[config.mk]
export PLATFORM = sky130hd
export DESIGN_NAME = spixel_draw_sched
export DESIGN_NICKNAME = d
export VERILOG_FILES = /design/src/rtl/spixel_draw_sched.sv
export SDC_FILE = /design/constraint.sdc
export NUM_CORES = 1
export LEC_CHECK = 0
export CAP_MARGIN = 20
export CELL_PAD_IN_SITES_DETAIL_PLACEMENT = 1
export CELL_PAD_IN_SITES_GLOBAL_PLACEMENT = 1
export CORE_UTILIZATION = 42
export CTS_BUF_LIST = sky130_fd_sc_hd__clkbuf_4 sky130_fd_sc_hd__clkbuf_8 sky130_fd_sc_hd__clkbuf_16
export CTS_CLUSTER_DIAMETER = 30
export DETAILED_ROUTE_END_ITERATION = 8
export PLACE_DENSITY = 0.95
export SKIP_CTS_REPAIR_TIMING = 1
export SLEW_MARGIN = 20
export SYNTH_ARGS = -nofsm -noshare
export SYNTH_HDL_FRONTEND = slang
export SYNTH_SLANG_ARGS = --single-unit
[constraint.sdc]
create_clock -name clk -period 6.8 [get_ports clk]
set_clock_uncertainty 0.1 [all_clocks]
set_input_delay 0.68 -clock clk [delete_from_list [all_inputs] [get_ports clk]]
set_output_delay 0.68 -clock clk [all_outputs]
set_load 0.05 [all_outputs]
[src/rtl/spixel_draw_sched.sv]
// spixel_draw_sched: queue head/tail/apple/clear draw requests and issue them one at a time to draw_superpixel
module spixel_draw_sched #(
    parameter int H_LOGIC_WIDTH = 5,
    parameter int V_LOGIC_WIDTH = 5,
    parameter int H_LOGIC_MAX = 31,
    parameter int V_LOGIC_MAX = 23,
    parameter int COLOR_ID_WIDTH = 8,
    parameter logic [COLOR_ID_WIDTH-1:0] BG_COLOR = 8'h0f,
    parameter logic [COLOR_ID_WIDTH-1:0] APPLE_COLOR = 8'hf9
) (
    input  logic clk,
    input  logic rst_n,
    input  logic head_vld,
    input  logic [H_LOGIC_WIDTH-1:0] head_x,
    input  logic [V_LOGIC_WIDTH-1:0] head_y,
    input  logic [COLOR_ID_WIDTH-1:0] head_color,
    input  logic tail_vld,
    input  logic [H_LOGIC_WIDTH-1:0] tail_x,
    input  logic [V_LOGIC_WIDTH-1:0] tail_y,
    input  logic apple_vld,
    input  logic [H_LOGIC_WIDTH-1:0] apple_x,
    input  logic [V_LOGIC_WIDTH-1:0] apple_y,
    input  logic clr_start,
    input  logic idone,
    output logic [H_LOGIC_WIDTH-1:0] ox,
    output logic [V_LOGIC_WIDTH-1:0] oy,
    output logic [COLOR_ID_WIDTH-1:0] odata,
    output logic odata_vld,
    output logic busy,
    output logic clr_done,
    output logic [2:0] ovf
);
    typedef enum logic [2:0] {IDLE, ISSUE, WAIT, CLR_ISSUE, CLR_WAIT} state_t;
    state_t state, state_d;
    logic hp, tp, ap, cp;
    logic [H_LOGIC_WIDTH-1:0] hx, tx, ax, cx, cx_n;
    logic [V_LOGIC_WIDTH-1:0] hy, ty, ay, cy, cy_n;
    logic [COLOR_ID_WIDTH-1:0] hc;
    logic take_h, take_t, take_a, clr_go, clr_adv, clr_fin, cx_last, cy_last;

    assign cx_last = cx == H_LOGIC_WIDTH'(H_LOGIC_MAX);
    assign cy_last = cy == V_LOGIC_WIDTH'(V_LOGIC_MAX);
    assign cx_n = cx_last ? '0 : cx + 1'b1;
    assign cy_n = cx_last ? cy + 1'b1 : cy;
    assign odata_vld = state == ISSUE || state == CLR_ISSUE;
    assign busy = state != IDLE || hp || tp || ap || cp;

    // state register
    always_ff @(posedge clk) begin
        if (!rst_n) state <= IDLE;
        else state <= state_d;
    end

    // next state and slot selection; clear outranks tail, head, apple
    always_comb begin
        state_d = state;
        take_h = 1'b0;
        take_t = 1'b0;
        take_a = 1'b0;
        clr_go = 1'b0;
        clr_adv = 1'b0;
        clr_fin = 1'b0;
        case (state)
            IDLE: begin
                clr_go = cp;
                take_t = !cp && tp;
                take_h = !cp && !tp && hp;
                take_a = !cp && !tp && !hp && ap;
                state_d = cp ? CLR_ISSUE : (tp || hp || ap) ? ISSUE : IDLE;
            end
            ISSUE: state_d = WAIT;
            WAIT: state_d = idone ? IDLE : WAIT;
            CLR_ISSUE: state_d = CLR_WAIT;
            CLR_WAIT: begin
                clr_fin = idone && cx_last && cy_last;
                clr_adv = idone && !(cx_last && cy_last);
                state_d = clr_fin ? IDLE : clr_adv ? CLR_ISSUE : CLR_WAIT;
            end
            default: state_d = IDLE;
        endcase
    end

    // pending slots; a capture wins over a same-edge consume and only flags a true overwrite
    always_ff @(posedge clk) begin
        if (!rst_n) begin
            {hp, tp, ap, cp} <= '0;
            {hx, hy, hc, tx, ty, ax, ay} <= '0;
            ovf <= '0;
        end else begin
            if (head_vld) {hp, hx, hy, hc} <= {1'b1, head_x, head_y, head_color};
            else if (take_h) hp <= 1'b0;
            if (tail_vld) {tp, tx, ty} <= {1'b1, tail_x, tail_y};
            else if (take_t) tp <= 1'b0;
            if (apple_vld) {ap, ax, ay} <= {1'b1, apple_x, apple_y};
            else if (take_a) ap <= 1'b0;
            if (clr_start && !cp) cp <= 1'b1;
            else if (clr_fin) cp <= 1'b0;
            ovf <= ovf | {apple_vld && ap && !take_a, tail_vld && tp && !take_t, head_vld && hp && !take_h};
        end
    end

    // draw outputs and clear sweep counters, which ox/oy mirror during a clear
    always_ff @(posedge clk) begin
        if (!rst_n) begin
            {ox, oy, odata, cx, cy} <= '0;
            clr_done <= 1'b0;
        end else begin
            clr_done <= clr_fin;
            if (take_t) {ox, oy, odata} <= {tx, ty, BG_COLOR};
            else if (take_h) {ox, oy, odata} <= {hx, hy, hc};
            else if (take_a) {ox, oy, odata} <= {ax, ay, APPLE_COLOR};
            else if (clr_go) {ox, oy, odata, cx, cy} <= {{(H_LOGIC_WIDTH+V_LOGIC_WIDTH){1'b0}}, BG_COLOR, {(H_LOGIC_WIDTH+V_LOGIC_WIDTH){1'b0}}};
            else if (clr_adv) {ox, oy, cx, cy} <= {cx_n, cy_n, cx_n, cy_n};
        end
    end
endmodule
Word level (Yosys, flattened, before mapping) --
Index checks and enable logic that the tools add are counted.
Word-level totals: register bits after elaboration 77, output and inout bits 24
Operators by class: add/subtract/negate cells 2, eq/ne operators 6, mux-type cells 36, bitwise gates (word level) 5, reduce and logical (&&, ||, !) cells 42
Operator list (count):
- $mux W5 | 12
- $mux W8 | 3
- $logic_and A1 B1 Y1 | 16
- $mux W1 | 15
- $pmux W3 S5 | 1
- $add A5 B1 Y5 const B | 2
- $eq A5 B5 Y1 const B | 2
- $reduce_bool A2 Y1 | 5
- $logic_not A1 Y1 | 7
- $logic_or A1 B1 Y1 | 7
- $eq A3 B2 Y1 const B | 2
- $mux W3 | 2
- $reduce_bool A3 Y1 | 2
- $reduce_bool A5 Y1 | 1
- $mux W2 | 2
- $mux W4 | 1
- $not A1 Y1 | 4
- $reduce_and A4 Y1 | 1
- $reduce_bool A4 Y1 | 1
- $eq A3 B1 Y1 const B | 1
- $eq A3 B3 Y1 const B | 1
- $logic_not A3 Y1 | 1
- $or A3 B3 Y3 | 1
- $reduce_or A2 Y1 | 1

Logic depth before layout (Yosys ltp) --
word-level depth 10, mapped depth 9

Worst setup path before layout --
Ideal clock, no wire load.
path type reg2out, from register state[2], to output busy, data arrival time 1.557 ns, setup slack 4.463 ns, cell stages (with the launch flop) 7, path through dfxtp_1 -> buf_6 -> or3_1 -> buf_2 -> nor2_1 -> buf_2 -> nand2_1
On the way: word-level cells in the longest chain between the ends 5
RTL lines:
- start, declared | RTL line 34 | state_t state, state_d;
- start signal, assigned | RTL line 51 | else state <= state_d;
- $reduce_bool A3 Y1 | RTL line 46 | assign busy = state != IDLE || hp || tp || ap || cp;
- $logic_or A1 B1 Y1 (4 in series) | RTL line 46
- end, declared | RTL line 29 | output logic busy,
Every way passes these cells.

Worst setup path after layout --
Ends and elaborated chain as after synthesis.

==> results.md <==
* 2 — worst hold path stage count
* 370 ps — clock latency on the worst-skew pair
* 3420 ps — setup slack, reg-to-reg
* primary output — nature of the critical path endpoint
* 140 — Starting DRT DRC Count
* 0.849 — final weighted congestion of routability-driven global placement
* completed — result of the run
* 0 — maximum capacitance violations
* 8850 sq um — Die ar.
* 43.3% — starting utilization of the core area
* 531 — Post-Place Cells
* 80 ps — Clock Pin Slew Worst Setup and Hold Paths
* ox[2] — worst hold start
* 77 — count of state elements after synthesis
* 68 — number of input and output port buffers inserted
* 7.01% — layout cells sized above 1
* 94.1 um — Die W
* sky130_fd_sc_hd__dfxtp_1 — most common cell after layout, fill and taps aside
* 33 — number of standard-cell rows in the floorplan
* sky130_fd_sc_hd__dfxtp_1 — ys flop type
* 0 — GRT Residual Overflow
* 77 — TritonCTS Sinks
* 1.48% — synthesized-area fraction occupied by xor and xnor cells
* 54.0% — share of the cycle needed by the critical path after routing
* oy[0] — endpoint of the lowest-slack register-to-register path
* 2 — largest buffer count on any clock path
* 387 — synthesized netlist cell count
* 1.05% — adder and majority cell fraction of the synthesized area
* 82 — largest net degree at the start of global routing
* 3,190 — vias in the first global route
* 9 — total clock buffers created by CTS
* 386 ps — Fin Hold WS
* 3,066 — routed vias
* 0 — count of warnings emitted by yosys
* 12 — crit-path max FO
* 24.3% — Tot GR Track Use
* 6900 um — sum of net half-perimeters after detailed placement
* 0 — max-slew violation count
* sky130_fd_sc_hd__dfxtp_1, sky130_fd_sc_hd__clkdlybuf4s50_1, sky130_fd_sc_hd__nor2b_1 — most used cells in the layout excluding fill and tap cells
* sky130_fd_sc_hd__clkbuf_8 — Clock Tree Root
* cx[0] — Crit Reg-Reg Startpoint
* 49 — Unique masters post-synth
* 485 — number of nets in the layout
* 1120 ps — measured slew at the worst slew-check pin
* register to register — path type of the worst min-delay path
* 9.20 sq um — Post-Synthesis Mean Instance Area
* 8 — number of cells on the worst reg-to-reg path
* state[2] — launch point of the worst path
* 0 — total inserted antenna cells
* done — CTS tree
* 0.000170 V — worst ir drop on vdd
* 24.6% — Area growth syn-to-layout
* 0 — residual antenna-violating net count after detailed routing
* 18.6 um — mean routed wirelength per cell
* 435 — nets in the synthesized netlist
* 3130 ps — post-route worst setup slack
* 6020 ps — CP Data Required Time
* 43.3% — share of synthesized area occupied by flip-flops and latches
* 3560 sq um — area of the mapped netlist
* 0 — EDFF count, synth
* 5.61 — Via-to-Cell Ratio
* 8220 sq um — standard cell core area
* 15.9% — compound-gate portion of the synthesized area
* 0 — Final setup viols
* 10,200 um — total wire length
* 4 — First-pass DRT Iterations
* 54.0% — fin util
* 0 ps — Fin Setup TNS
* ox[2] — sink of the worst hold path
* 3 — H-tree lvl count
* register — startpoint types
* register to primary output — Crit Path Class
* 0% — Synth async-reset ratio
* 0.00167 uW — leakage power figure
* false — setup repair after global routing missed its margin
* 272 MHz — Fmax achieved
* 25.3% — Slew Limit Headroom
* 2890 ps — Critical Path AT
* 69 — I/O pin count
* 263 nW/um^2 — areal power density over the cells
* 547 — non-filler instance count after layout
* 16,300 um — wire length of the first global-routing pass
* simple AND/OR/NAND/NOR gates — largest family of logic cells by synthesized area
* 3550 ps — placement-stage worst setup slack
* 11.8% — multiplexer fraction of the synthesized cell area
* 22.6% — Simple-Gate Fraction of Synth Area
* 94.1 um — die extent in y
* 0 — number of antenna violations at the first check in global routing
* or3_1, nor2_1, nand2_1, clkdlybuf4s50_1 — Critical Path, Cell by Cell
* 3670 ps — post-layout minimum cycle time
* 740 ps — delay of the slowest critical-path stage
* sky130_fd_sc_hd__clkdlybuf4s50_1 — master of the slowest instance on the critical path
* 0 — DRC errors left
* 0 — Final Hold Violating Endpoints
-- kinds of logic (layout without fill, tap and decap cells) --
logic type,after synthesis,after routing
XOR/XNOR,6,6
adder cells (fa/ha/maj),3,3
AND/OR/NAND/NOR,144,144
buffers and inverters,31,86
AO/OA/AOI/OAI,84,84
multiplexers,42,42
flip-flops,77,77
-- stage by stage --
step / area, sq um / power [uW]
after floorplan: 3560 / 719
after global placement: 4240 / 802
after detailed placement: 4240 / 817
after CTS: 4440 / 1170
after global routing: 4440 / 1220
final: 4440 / 1170
-- where the power goes --
| part | internal, uW | switching [uW] |
|---|---|---|
| Clock | 179 | 178 |
| Sequential | 486 | 33.1 |
| Combinational | 114 | 178 |
-- metal layers --
layer  global-route usage [%]  wire (um)
met4                     12.7        339
met3                     4.05        340
met5                        0          0
met2                     41.7       5100
met1                     28.9       4390
-- worst max-delay path: cells and delay by family, from the launching register on --
kind | cells | cell delay [ps]
simple gates | 3 | 1370
flops | 1 | 420
buf+inv | 1 | 740
-- worst max path at each step --
stage | to | slack, ps | depth (start not counted)
floorplan | busy | 4460 | 6
global placement | busy | 3700 | 4
detailed placement | oy[0] | 3550 | 8
CTS | busy | 3160 | 4
global route | busy | 3010 | 4
finish | busy | 3130 | 4
-- Yosys cell counts (2+ instances only) --
cell type | instances | area [sq um]
sky130_fd_sc_hd__a211oi_1 | 4 | 30.0
sky130_fd_sc_hd__a21boi_0 | 4 | 30.0
sky130_fd_sc_hd__a21oi_1 | 22 | 110
sky130_fd_sc_hd__a31oi_1 | 7 | 43.8
sky130_fd_sc_hd__and2_1 | 6 | 37.5
sky130_fd_sc_hd__buf_1 | 2 | 7.51
sky130_fd_sc_hd__buf_2 | 8 | 40.0
sky130_fd_sc_hd__clkbuf_1 | 18 | 67.6
sky130_fd_sc_hd__dfxtp_1 | 77 | 1540
sky130_fd_sc_hd__ha_1 | 3 | 37.5
sky130_fd_sc_hd__mux2i_1 | 41 | 410
sky130_fd_sc_hd__nand2_1 | 33 | 124
sky130_fd_sc_hd__nand2b_1 | 3 | 18.8
sky130_fd_sc_hd__nand3_1 | 7 | 35.0
sky130_fd_sc_hd__nand3b_1 | 5 | 37.5
sky130_fd_sc_hd__nand4_1 | 4 | 25.0
sky130_fd_sc_hd__nor2_1 | 14 | 52.6
sky130_fd_sc_hd__nor2b_1 | 54 | 338
sky130_fd_sc_hd__nor3_1 | 5 | 25.0
sky130_fd_sc_hd__nor3b_1 | 2 | 15.0
sky130_fd_sc_hd__o211a_1 | 4 | 40.0
sky130_fd_sc_hd__o211ai_1 | 6 | 45.0
sky130_fd_sc_hd__o21a_1 | 2 | 15.0
sky130_fd_sc_hd__o21ai_0 | 18 | 90.1
sky130_fd_sc_hd__o221a_2 | 2 | 22.5
sky130_fd_sc_hd__o22ai_1 | 6 | 37.5
sky130_fd_sc_hd__or2_2 | 3 | 18.8
sky130_fd_sc_hd__or4_1 | 2 | 15.0
sky130_fd_sc_hd__xnor2_1 | 3 | 26.3
sky130_fd_sc_hd__xor2_1 | 3 | 26.3
-- state kept, by name (all words and copies together), names as in the netlist --
register  count
oy            5
tx            5
ax            5
ay            5
ap            1
hx            5
cy            5
ovf           3
cp            1
clr_done      1
tp            1
hy            5
cx            5
state         3
hp            1
ty            5
odata         8
hc            8
ox            5
-- final cells by class --
cell class                      instances  area (sq um)
Clock buffer                           10           138
Clock inverter                          6          61.3
Fill cell                             944          3780
Inverter                                1          3.75
Multi-Input combinational cell        279          1880
Sequential cell                        77          1540
Tap cell                              105           131
Timing Repair Buffer                   69           678
Note: power is estimated with default switching activity, not from simulation.
